[config.mk]
export PLATFORM = sky130hd
export DESIGN_NAME = ysyx_22050243_lsu
export DESIGN_NICKNAME = d
export VERILOG_FILES = /design/src/rtl/ysyx_22050243_lsu.sv
export SDC_FILE = /design/constraint.sdc
export NUM_CORES = 1
export LEC_CHECK = 0
export BUFFER_PORTS_ARGS = -buffer_cell sky130_fd_sc_hd__buf_2
export CAP_MARGIN = 20
export CORE_MARGIN = 4
export CORE_UTILIZATION = 25
export DETAILED_ROUTE_END_ITERATION = 16
export GPL_ROUTABILITY_DRIVEN = 0
export HOLD_SLACK_MARGIN = 0.1
export RECOVER_POWER = 100
export SKIP_LAST_GASP = 1
export SYNTH_ARGS = -nofsm -noshare
export SYNTH_HDL_FRONTEND = slang
export SYNTH_SLANG_ARGS = --single-unit
[constraint.sdc]
create_clock -name clk -period 5.75 [get_ports clk]
set_clock_uncertainty 0.2 [all_clocks]
set_input_delay 0.575 -clock clk [delete_from_list [all_inputs] [get_ports clk]]
set_output_delay 0.575 -clock clk [all_outputs]
set_load 0.005 [all_outputs]
[src/rtl/ysyx_22050243_lsu.sv]
// ysyx_22050243_lsu -- load/store unit between EX and the data-memory bus.
// Takes one request at a time, issues a valid/ready bus request with an
// aligned address and byte mask, and returns an extended load result.
// Optional feature macro: YSYX_22050243_LSU_MISALIGN_EN
//   defined   : misaligned h/w/d accesses report rsp_err and skip the bus
//   undefined : low address bits below the access size are dropped
module ysyx_22050243_lsu #(
  parameter int ADDR_W = 64,
  parameter int DATA_W = 64
) (
  input  logic              clk,
  input  logic              rst_n,
  input  logic              req_valid,
  output logic              req_ready,
  input  logic              mem_r,
  input  logic              mem_w,
  input  logic [2:0]        funct3,
  input  logic [ADDR_W-1:0] addr,
  input  logic [DATA_W-1:0] wdata,
  output logic              bus_req_valid,
  input  logic              bus_req_ready,
  output logic              bus_we,
  output logic [ADDR_W-1:0] bus_addr,
  output logic [DATA_W-1:0] bus_wdata,
  output logic [7:0]        bus_wmask,
  input  logic              bus_rsp_valid,
  input  logic [DATA_W-1:0] bus_rdata,
  output logic              rsp_valid,
  input  logic              rsp_ready,
  output logic [DATA_W-1:0] rsp_rdata,
  output logic              rsp_err
);

  typedef enum logic [1:0] {IDLE, REQ, WAIT, DONE} state_t;

  state_t              state_q, state_d;
  logic                mem_r_q, mem_r_d;
  logic [2:0]          funct3_q, funct3_d;
  logic [2:0]          off_q, off_d;
  logic                bus_req_valid_q, bus_req_valid_d;
  logic                bus_we_q, bus_we_d;
  logic [ADDR_W-1:0]   bus_addr_q, bus_addr_d;
  logic [DATA_W-1:0]   bus_wdata_q, bus_wdata_d;
  logic [7:0]          bus_wmask_q, bus_wmask_d;
  logic                rsp_valid_q, rsp_valid_d;
  logic [DATA_W-1:0]   rsp_rdata_q, rsp_rdata_d;
  logic                rsp_err_q, rsp_err_d;

  // Address bits that must be zero for a naturally aligned access of this size.
  function automatic logic [2:0] low_bits(input logic [1:0] size);
    case (size)
      2'd0:    low_bits = 3'b000;
      2'd1:    low_bits = 3'b001;
      2'd2:    low_bits = 3'b011;
      default: low_bits = 3'b111;
    endcase
  endfunction

  // Byte enables for the access size before shifting into its lane.
  function automatic logic [7:0] base_mask(input logic [1:0] size);
    case (size)
      2'd0:    base_mask = 8'h01;
      2'd1:    base_mask = 8'h03;
      2'd2:    base_mask = 8'h0F;
      default: base_mask = 8'hFF;
    endcase
  endfunction

  logic [2:0]        in_off;
  logic              in_misalign;
  logic              in_err;
  logic [DATA_W-1:0] ld_shift;
  logic [DATA_W-1:0] ld_ext;
  logic              ld_sx;

  // Decode the incoming request: lane offset, error and misalignment.
  always_comb begin
    in_misalign = (addr[2:0] & low_bits(funct3[1:0])) != 3'b000;
    // Dropping the sub-size bits turns a misaligned access into the
    // enclosing aligned one; for aligned accesses it is a no-op.
    in_off = addr[2:0] & ~low_bits(funct3[1:0]);
    in_err = (funct3 == 3'b111) || (mem_w && funct3[2]) || (mem_r && mem_w);
`ifdef YSYX_22050243_LSU_MISALIGN_EN
    if ((mem_r || mem_w) && in_misalign) in_err = 1'b1;
`endif
  end

  // Lane-extract the returned doubleword and sign/zero extend to 64 bits.
  always_comb begin
    ld_shift = bus_rdata >> {off_q, 3'b000};
    ld_sx    = ~funct3_q[2];
    case (funct3_q[1:0])
      2'd0:    ld_ext = {{56{ld_sx & ld_shift[7]}},  ld_shift[7:0]};
      2'd1:    ld_ext = {{48{ld_sx & ld_shift[15]}}, ld_shift[15:0]};
      2'd2:    ld_ext = {{32{ld_sx & ld_shift[31]}}, ld_shift[31:0]};
      default: ld_ext = ld_shift;
    endcase
  end

  // Next-state and next-output logic of the request FSM.
  always_comb begin
    state_d         = state_q;
    mem_r_d         = mem_r_q;
    funct3_d        = funct3_q;
    off_d           = off_q;
    bus_req_valid_d = bus_req_valid_q;
    bus_we_d        = bus_we_q;
    bus_addr_d      = bus_addr_q;
    bus_wdata_d     = bus_wdata_q;
    bus_wmask_d     = bus_wmask_q;
    rsp_valid_d     = rsp_valid_q;
    rsp_rdata_d     = rsp_rdata_q;
    rsp_err_d       = rsp_err_q;
    case (state_q)
      IDLE: begin
        if (req_valid) begin
          mem_r_d  = mem_r;
          funct3_d = funct3;
          off_d    = in_off;
          if (in_err) begin
            state_d     = DONE;
            rsp_valid_d = 1'b1;
            rsp_err_d   = 1'b1;
            rsp_rdata_d = '0;
          end else if (!mem_r && !mem_w) begin
            state_d     = DONE;
            rsp_valid_d = 1'b1;
            rsp_err_d   = 1'b0;
            rsp_rdata_d = '0;
          end else begin
            state_d         = REQ;
            bus_req_valid_d = 1'b1;
            bus_we_d        = mem_w;
            bus_addr_d      = {addr[ADDR_W-1:3], 3'b000};
            bus_wdata_d     = wdata << {in_off, 3'b000};
            bus_wmask_d     = base_mask(funct3[1:0]) << in_off;
          end
        end
      end
      REQ: begin
        if (bus_req_ready) begin
          state_d         = WAIT;
          bus_req_valid_d = 1'b0;
          bus_we_d        = 1'b0;
          bus_addr_d      = '0;
          bus_wdata_d     = '0;
          bus_wmask_d     = '0;
        end
      end
      WAIT: begin
        if (bus_rsp_valid) begin
          state_d     = DONE;
          rsp_valid_d = 1'b1;
          rsp_err_d   = 1'b0;
          rsp_rdata_d = mem_r_q ? ld_ext : '0;
        end
      end
      default: begin
        if (rsp_ready) begin
          state_d     = IDLE;
          rsp_valid_d = 1'b0;
          rsp_err_d   = 1'b0;
          rsp_rdata_d = '0;
        end
      end
    endcase
  end

  // State and registered outputs; reset aborts any transaction in flight.
  always_ff @(posedge clk or negedge rst_n) begin
    if (!rst_n) begin
      state_q         <= IDLE;
      mem_r_q         <= 1'b0;
      funct3_q        <= 3'b000;
      off_q           <= 3'b000;
      bus_req_valid_q <= 1'b0;
      bus_we_q        <= 1'b0;
      bus_addr_q      <= '0;
      bus_wdata_q     <= '0;
      bus_wmask_q     <= 8'h00;
      rsp_valid_q     <= 1'b0;
      rsp_rdata_q     <= '0;
      rsp_err_q       <= 1'b0;
    end else begin
      state_q         <= state_d;
      mem_r_q         <= mem_r_d;
      funct3_q        <= funct3_d;
      off_q           <= off_d;
      bus_req_valid_q <= bus_req_valid_d;
      bus_we_q        <= bus_we_d;
      bus_addr_q      <= bus_addr_d;
      bus_wdata_q     <= bus_wdata_d;
      bus_wmask_q     <= bus_wmask_d;
      rsp_valid_q     <= rsp_valid_d;
      rsp_rdata_q     <= rsp_rdata_d;
      rsp_err_q       <= rsp_err_d;
    end
  end

  // req_ready is gated by reset so every output reads 0 while rst_n is low.
  assign req_ready     = (state_q == IDLE) && rst_n;
  assign bus_req_valid = bus_req_valid_q;
  assign bus_we        = bus_we_q;
  assign bus_addr      = bus_addr_q;
  assign bus_wdata     = bus_wdata_q;
  assign bus_wmask     = bus_wmask_q;
  assign rsp_valid     = rsp_valid_q;
  assign rsp_rdata     = rsp_rdata_q;
  assign rsp_err       = rsp_err_q;

endmodule

**After elaboration in Yosys (flattened, before gate mapping)**

Index checks and enable logic that the tools add are counted.

- Equality and inequality tests: 13
- Shift-type cells: 3
- Mux-type cells: 55
- Bitwise gates (word level): 7
- Reduce and logical (&&, ||, !) cells: 18

Operators with widths:

| operator | count |
|---|---|
| 64-bit 2-to-1 mux | 13 |
| 64-bit one-hot mux with 3 select lines | 2 |
| 64-bit one-hot mux with 2 select lines | 2 |
| 8-bit 2-to-1 mux | 8 |
| 64-bit by 6-bit << shifter with 64-bit output | 1 |
| 64-bit by 6-bit >> shifter with 64-bit output | 1 |
| 8-bit one-hot mux with 3 select lines | 1 |
| 1-bit 2-to-1 mux | 16 |
| 8-bit one-hot mux with 2 select lines | 1 |
| 2-bit 2-to-1 mux | 6 |
| 2-bit inequality test (second input constant) | 5 |
| 5-bit AND reduction | 2 |
| 3-bit one-hot mux with 3 select lines | 1 |
| 8-bit by 3-bit << shifter with 8-bit output | 1 |
| 2-bit by 1-bit == test with 1-bit output (second input constant) | 3 |
| 2-bit == test (second input constant) | 3 |
| 2-bit logical NOT | 3 |
| 1-bit one-hot mux with 3 select lines | 2 |
| 2-bit one-hot mux with 3 select lines | 1 |
| 1-bit logical AND | 4 |
| 1-bit one-hot mux with 2 select lines | 2 |
| 4-bit AND reduction | 1 |
| 4-bit nonzero test | 1 |
| 1-bit bitwise AND | 3 |
| 10 further kinds | 13 |

- Flip-flop bits (word level): 213

**Logic depth before layout (Yosys ltp)**

- Depth in word-level cells: 11
- Gate-level depth with buffers: 10
- Depth with buffers taken out: 7

**Worst setup path after synthesis**

Ideal clock, no wire load.

- Kind: input-to-reg
- From: input funct3[0]
- To: register bus_wdata_q[41] (netlist: bus_wdata[41])
- Setup time: 0.130 ns
- Data arrival time: 2.061 ns
- Data required time: 5.420 ns
- Slack: 3.359 ns
- Stages on the path: 7
- Path buffers: 3
- Cells stage by stage: buf_2 nor3b_1 buf_2 buf_4 mux4_2 a22oi_1 o21ai_0

- Longest elaborated chain between the ends: 9
- Elaborated cells between the ends (all ways): 16
- Classes of those cells: 4 x eq/ne; 1 x shift; 5 x mux; 2 x bitwise; 4 x reduce/logical

Ends and longest elaborated chain:

| what | line | text |
|---|---|---|
| start, declared | 17 | `input logic [2:0] funct3,` |
| 2-bit == test, or another cell as far along | - |  |
| 3-bit one-hot mux with 3 select lines | - |  |
| 3-bit NOT | 81 | `in_off = addr[2:0] & ~low_bits(funct3[1:0]);` |
| 3-bit bitwise AND | 81 |  |
| 64-bit by 6-bit << shifter with 64-bit output | 135 | `bus_wdata_d = wdata << {in_off, 3'b000};` |
| 64-bit 2-to-1 mux | 125 | `end else if (!mem_r && !mem_w) begin` |
| 64-bit 2-to-1 mux | 120 | `if (in_err) begin` |
| 64-bit 2-to-1 mux | 116 | `if (req_valid) begin` |
| 64-bit one-hot mux with 2 select lines | 114 | `case (state_q)` |
| end signal, assigned | 192 | `bus_wdata_q <= bus_wdata_d;` |
| end, declared | 43 | `logic [DATA_W-1:0] bus_wdata_q, bus_wdata_d;` |

Several ways; a longest one is shown, not always the timed one. The select of a mux whose other input is x is not followed.
A chain may end at the register's enable or synchronous reset.

**Final worst setup path**

- From: register off_q[0]
- To: register rsp_rdata_q[61] (netlist: rsp_rdata[61])

- Longest elaborated chain between the ends: 6
- Elaborated cells between the ends (all ways): 8
- Classes of those cells: 1 x shift; 4 x mux; 3 x bitwise

Ends and longest elaborated chain:

| what | line | text |
|---|---|---|
| start, declared | 39 | `logic [2:0] off_q, off_d;` |
| start signal, assigned | 175 | `off_q <= 3'b000;` |
| start signal, assigned | 188 | `off_q <= off_d;` |
| 64-bit by 6-bit >> shifter with 64-bit output (*) | 90 | `ld_shift = bus_rdata >> {off_q, 3'b000};` |
| 1-bit bitwise AND (on tied branches) | 95, 93, 94 |  |
| 64-bit one-hot mux with 3 select lines (*) | 92 | `case (funct3_q[1:0])` |
| 64-bit 2-to-1 mux (*) | 155 | `rsp_rdata_d = mem_r_q ? ld_ext : '0;` |
| 64-bit 2-to-1 mux (*) | 151 | `if (bus_rsp_valid) begin` |
| 64-bit one-hot mux with 3 select lines (*) | 114 |  |
| end signal, assigned | 195 | `rsp_rdata_q <= rsp_rdata_d;` |
| end, declared | 46 | `logic [DATA_W-1:0] rsp_rdata_q, rsp_rdata_d;` |

Every way passes the cells marked *; elsewhere a longest branch is shown, timed or not. The select of a mux whose other input is x is not followed.

==> metrics.cfg <==
[outcome]
status = finished, violations left
violations = capacitance limit, slew limit

[global_routing]
grt-ovfl-total = 0
gr-usage-all-layers_pct = 17.6
antenna_found_initial = 6
grt_pass1_wl_mm = 70.9
grt_pass1_vias = 11500
grt_max_degree = 165

[detailed_routing]
post-route-drc-count = 0
drt_iter0_markers = 824
drt-vias-per-instance = 5.08
wirelength_mm = 46.8
antenna_left = 0
vias = 11500
first_pass_iters = 7
routedWlPerCell_um = 20.7

[timing]
relSlewSlack_pct = -54.5
fmax_ghz = 0.242
setup_viol = 0
drv_slew = 165
setup_tns_ns = 0
fin_hold_ws_ns = 0.153
fin_crit_ns = 4.13
finalHoldViolCount = 0
period_share_pct = 71.7
rsz0062_at_grt = no
tightestPinTransition_ns = 2.32

[cells_and_area]
nFillCells = 4952
final_common_cell = buf_2
layout-drive-gt1-share_pct = 23.8
final_nets = 1834
final_cell_mix = buf_2, nand2_1, dfrtp_1
final_cells = 2260
area_growth_pct = 31.7

[die]
chipHeight_um = 225
die_area_sq_um = 50800
core_region_area_sq_um = 46700
ios = 408
die_w_um = 225
core.rowCount = 79
start_util_pct = 25.3

[setup_path]
critPathLaunchType = register
slowest_stage = dfrtp_1
worstPathRequired_ns = 5.95
crit_family = buffers and inverters
max_stage_delay_ns = 1.17
worstSetupStartpoint = off_q[0]$_DFFE_PN0P_
r2r_end = rsp_rdata[61]$_DFFE_PN0P_
cp.arrival_ns = 4.33
reg2reg_depth = 7
reg2reg_from = off_q[0]$_DFFE_PN0P_
cp_max_fo = 35
path_cells = buf_4 > and2b_1 > a22oi_1 > o311a_1 > o41ai_1 > clkbuf_2 > o21ai_0
r2r_slack_ns = 1.62
criticalPathCategory = register to register
cp_num_buf_inv = 2
end_kind = register

[clocking]
tritoncts_num_sinks = 210
clk_pin_slew_ns = 0.06
htree_num_levels = 1
post_cts_resized = 0
cts-root-buf = clkbuf_16
clk_latency_ns = 0.58
ctsLongestPathBuffers = 3
numCtsBuffers = 28
post-cts-setup-buffer-count = 0
hold_buffers = 66
cts_tree = done

[logic_synthesis]
synth_area_sq_um = 11800
synth_edf_count = 0
yosysWarnings = 0
synth_area_leaders = dfrtp_1, mux2i_1, nand2_1
ys_seq_elements = 210
synthCells = 1217
ys_seq_area_share_pct = 44.4
yosysTopAreaCell = dfrtp_1
synth_area_per_cell_sq_um = 9.71
ys_async_sr_fraction_pct = 100
yosysTopAreaCellShare_pct = 44.4
ys_types = 60
ys.flop_type = dfrtp_1

[min_path]
hold_path.class = primary input to register
min_path_cells = 2
whs_endpoint = bus_wdata[1]$_DFFE_PN0P_
min_from = wdata[1]

[power_and_ir_drop]
leakage_nw = 7.19
p_total_mw = 8.00
vdd_drop_max_mv = 0.261
power_density_nw_per_um2 = 514

[job]
cap_violations = 1

[placement]
port_buffers = 404
hpwlAfterDp_mm = 33.8
dp_cells = 2136

## routing by layer
| layer | track usage (%) | routed length (um) | up-vias |
|---|---|---|---|
| li1 | - | - | 5210 |
| met1 | 22.2 | 18800 | 5660 |
| met4 | 5.28 | 1430 | 4 |
| met2 | 30.2 | 23000 | 533 |
| met3 | 3.89 | 3600 | 73 |
| met5 | 0 | 21 | - |
## cell families after synthesis
family                   count (synthesis)  share of synthesized area (%)
AND/OR/NAND/NOR                        420                           15.4
AO/OA/AOI/OAI                          307                           17.5
flip-flops                             210                           44.4
multiplexers                           156                           17.1
buffers and inverters                  119                           5.09
adder cells (fa/ha/maj)                  4                          0.423
other                                    1                         0.0317
## how the worst max path moves through the flow
stage | to | depth (start not counted)
2_1_floorplan | bus_wdata[41]$_DFFE_PN0P_ | 7
3_3_place_gp | bus_addr[43]$_DFFE_PN0P_ | 7
6_report | rsp_rdata[61]$_DFFE_PN0P_ | 7
4_1_cts | bus_addr[46]$_DFFE_PN0P_ | 8
3_5_place_dp | bus_addr[23]$_DFFE_PN0P_ | 7
5_1_grt | rsp_rdata[54]$_DFFE_PN0P_ | 7
## cells in the mapped netlist, drive strengths merged (4+ instances only)
| cell | count |
|---|---|
| mux2 | 23 |
| inv | 10 |
| nor2b | 11 |
| a311oi | 5 |
| and2 | 4 |
| mux2i | 99 |
| or2 | 9 |
| nand3 | 77 |
| ha | 4 |
| a221o | 6 |
| clkbuf | 55 |
| dfrtp | 210 |
| nor2 | 47 |
| o221ai | 9 |
| nand2b | 5 |
| buf | 53 |
| nor3 | 12 |
| a22o | 33 |
| nand2 | 244 |
| a222oi | 5 |
| a21oi | 60 |
| a32oi | 5 |
| o2bb2ai | 8 |
| a22oi | 22 |
| mux4 | 34 |
| a31oi | 9 |
| o21ai | 127 |
## registers in the layout, indices dropped and copies added, names as in the netlist
| name | cells |
|---|---|
| bus_req_valid | 1 |
| bus_wdata | 64 |
| rsp_rdata | 64 |
| off_q | 3 |
| mem_r_q | 1 |
| rsp_err | 1 |
| bus_addr | 61 |
| rsp_valid | 1 |
| funct3_q | 3 |
| bus_we | 1 |
| bus_wmask | 8 |
| state_q | 2 |
## worst register-to-register path, cell delays in order (launching register included)
cell      delay, ns
dfrtp_1        1.17
buf_4          0.63
and2b_1        0.33
a22oi_1        0.15
o311a_1        0.30
o41ai_1        0.37
clkbuf_2       0.60
o21ai_0        0.22
## final cells by class
type	count	area, sq um	share of cell area (%)
inverter	11	41.3	0.265
clock inverter	19	239	1.54
antenna	4	10.0	0.0643
clock buffer	33	729	4.69
sequential	210	5260	33.8
multi-input combinational	890	5880	37.8
timing repair buffer	486	2650	17.0
tap	607	759	4.88
## where the power goes
group          internal, mW  leakage (nW)  switching [mW]
registers              2.15          2.77           0.502
clock network          1.10         0.469           0.736
logic                  1.32          3.94            2.19
## per-stage QoR
stage          util, %  worst slack [ns]  area (sq um)
2_1_floorplan        -              3.36         11800
3_3_place_gp      30.5              1.96         14200
3_5_place_dp      30.5              1.85         14200
4_1_cts           33.9              1.82         15800
5_1_grt           33.4              1.30         15600
6_report          33.4              1.62         15600
(Power assumes the default switching activity.)
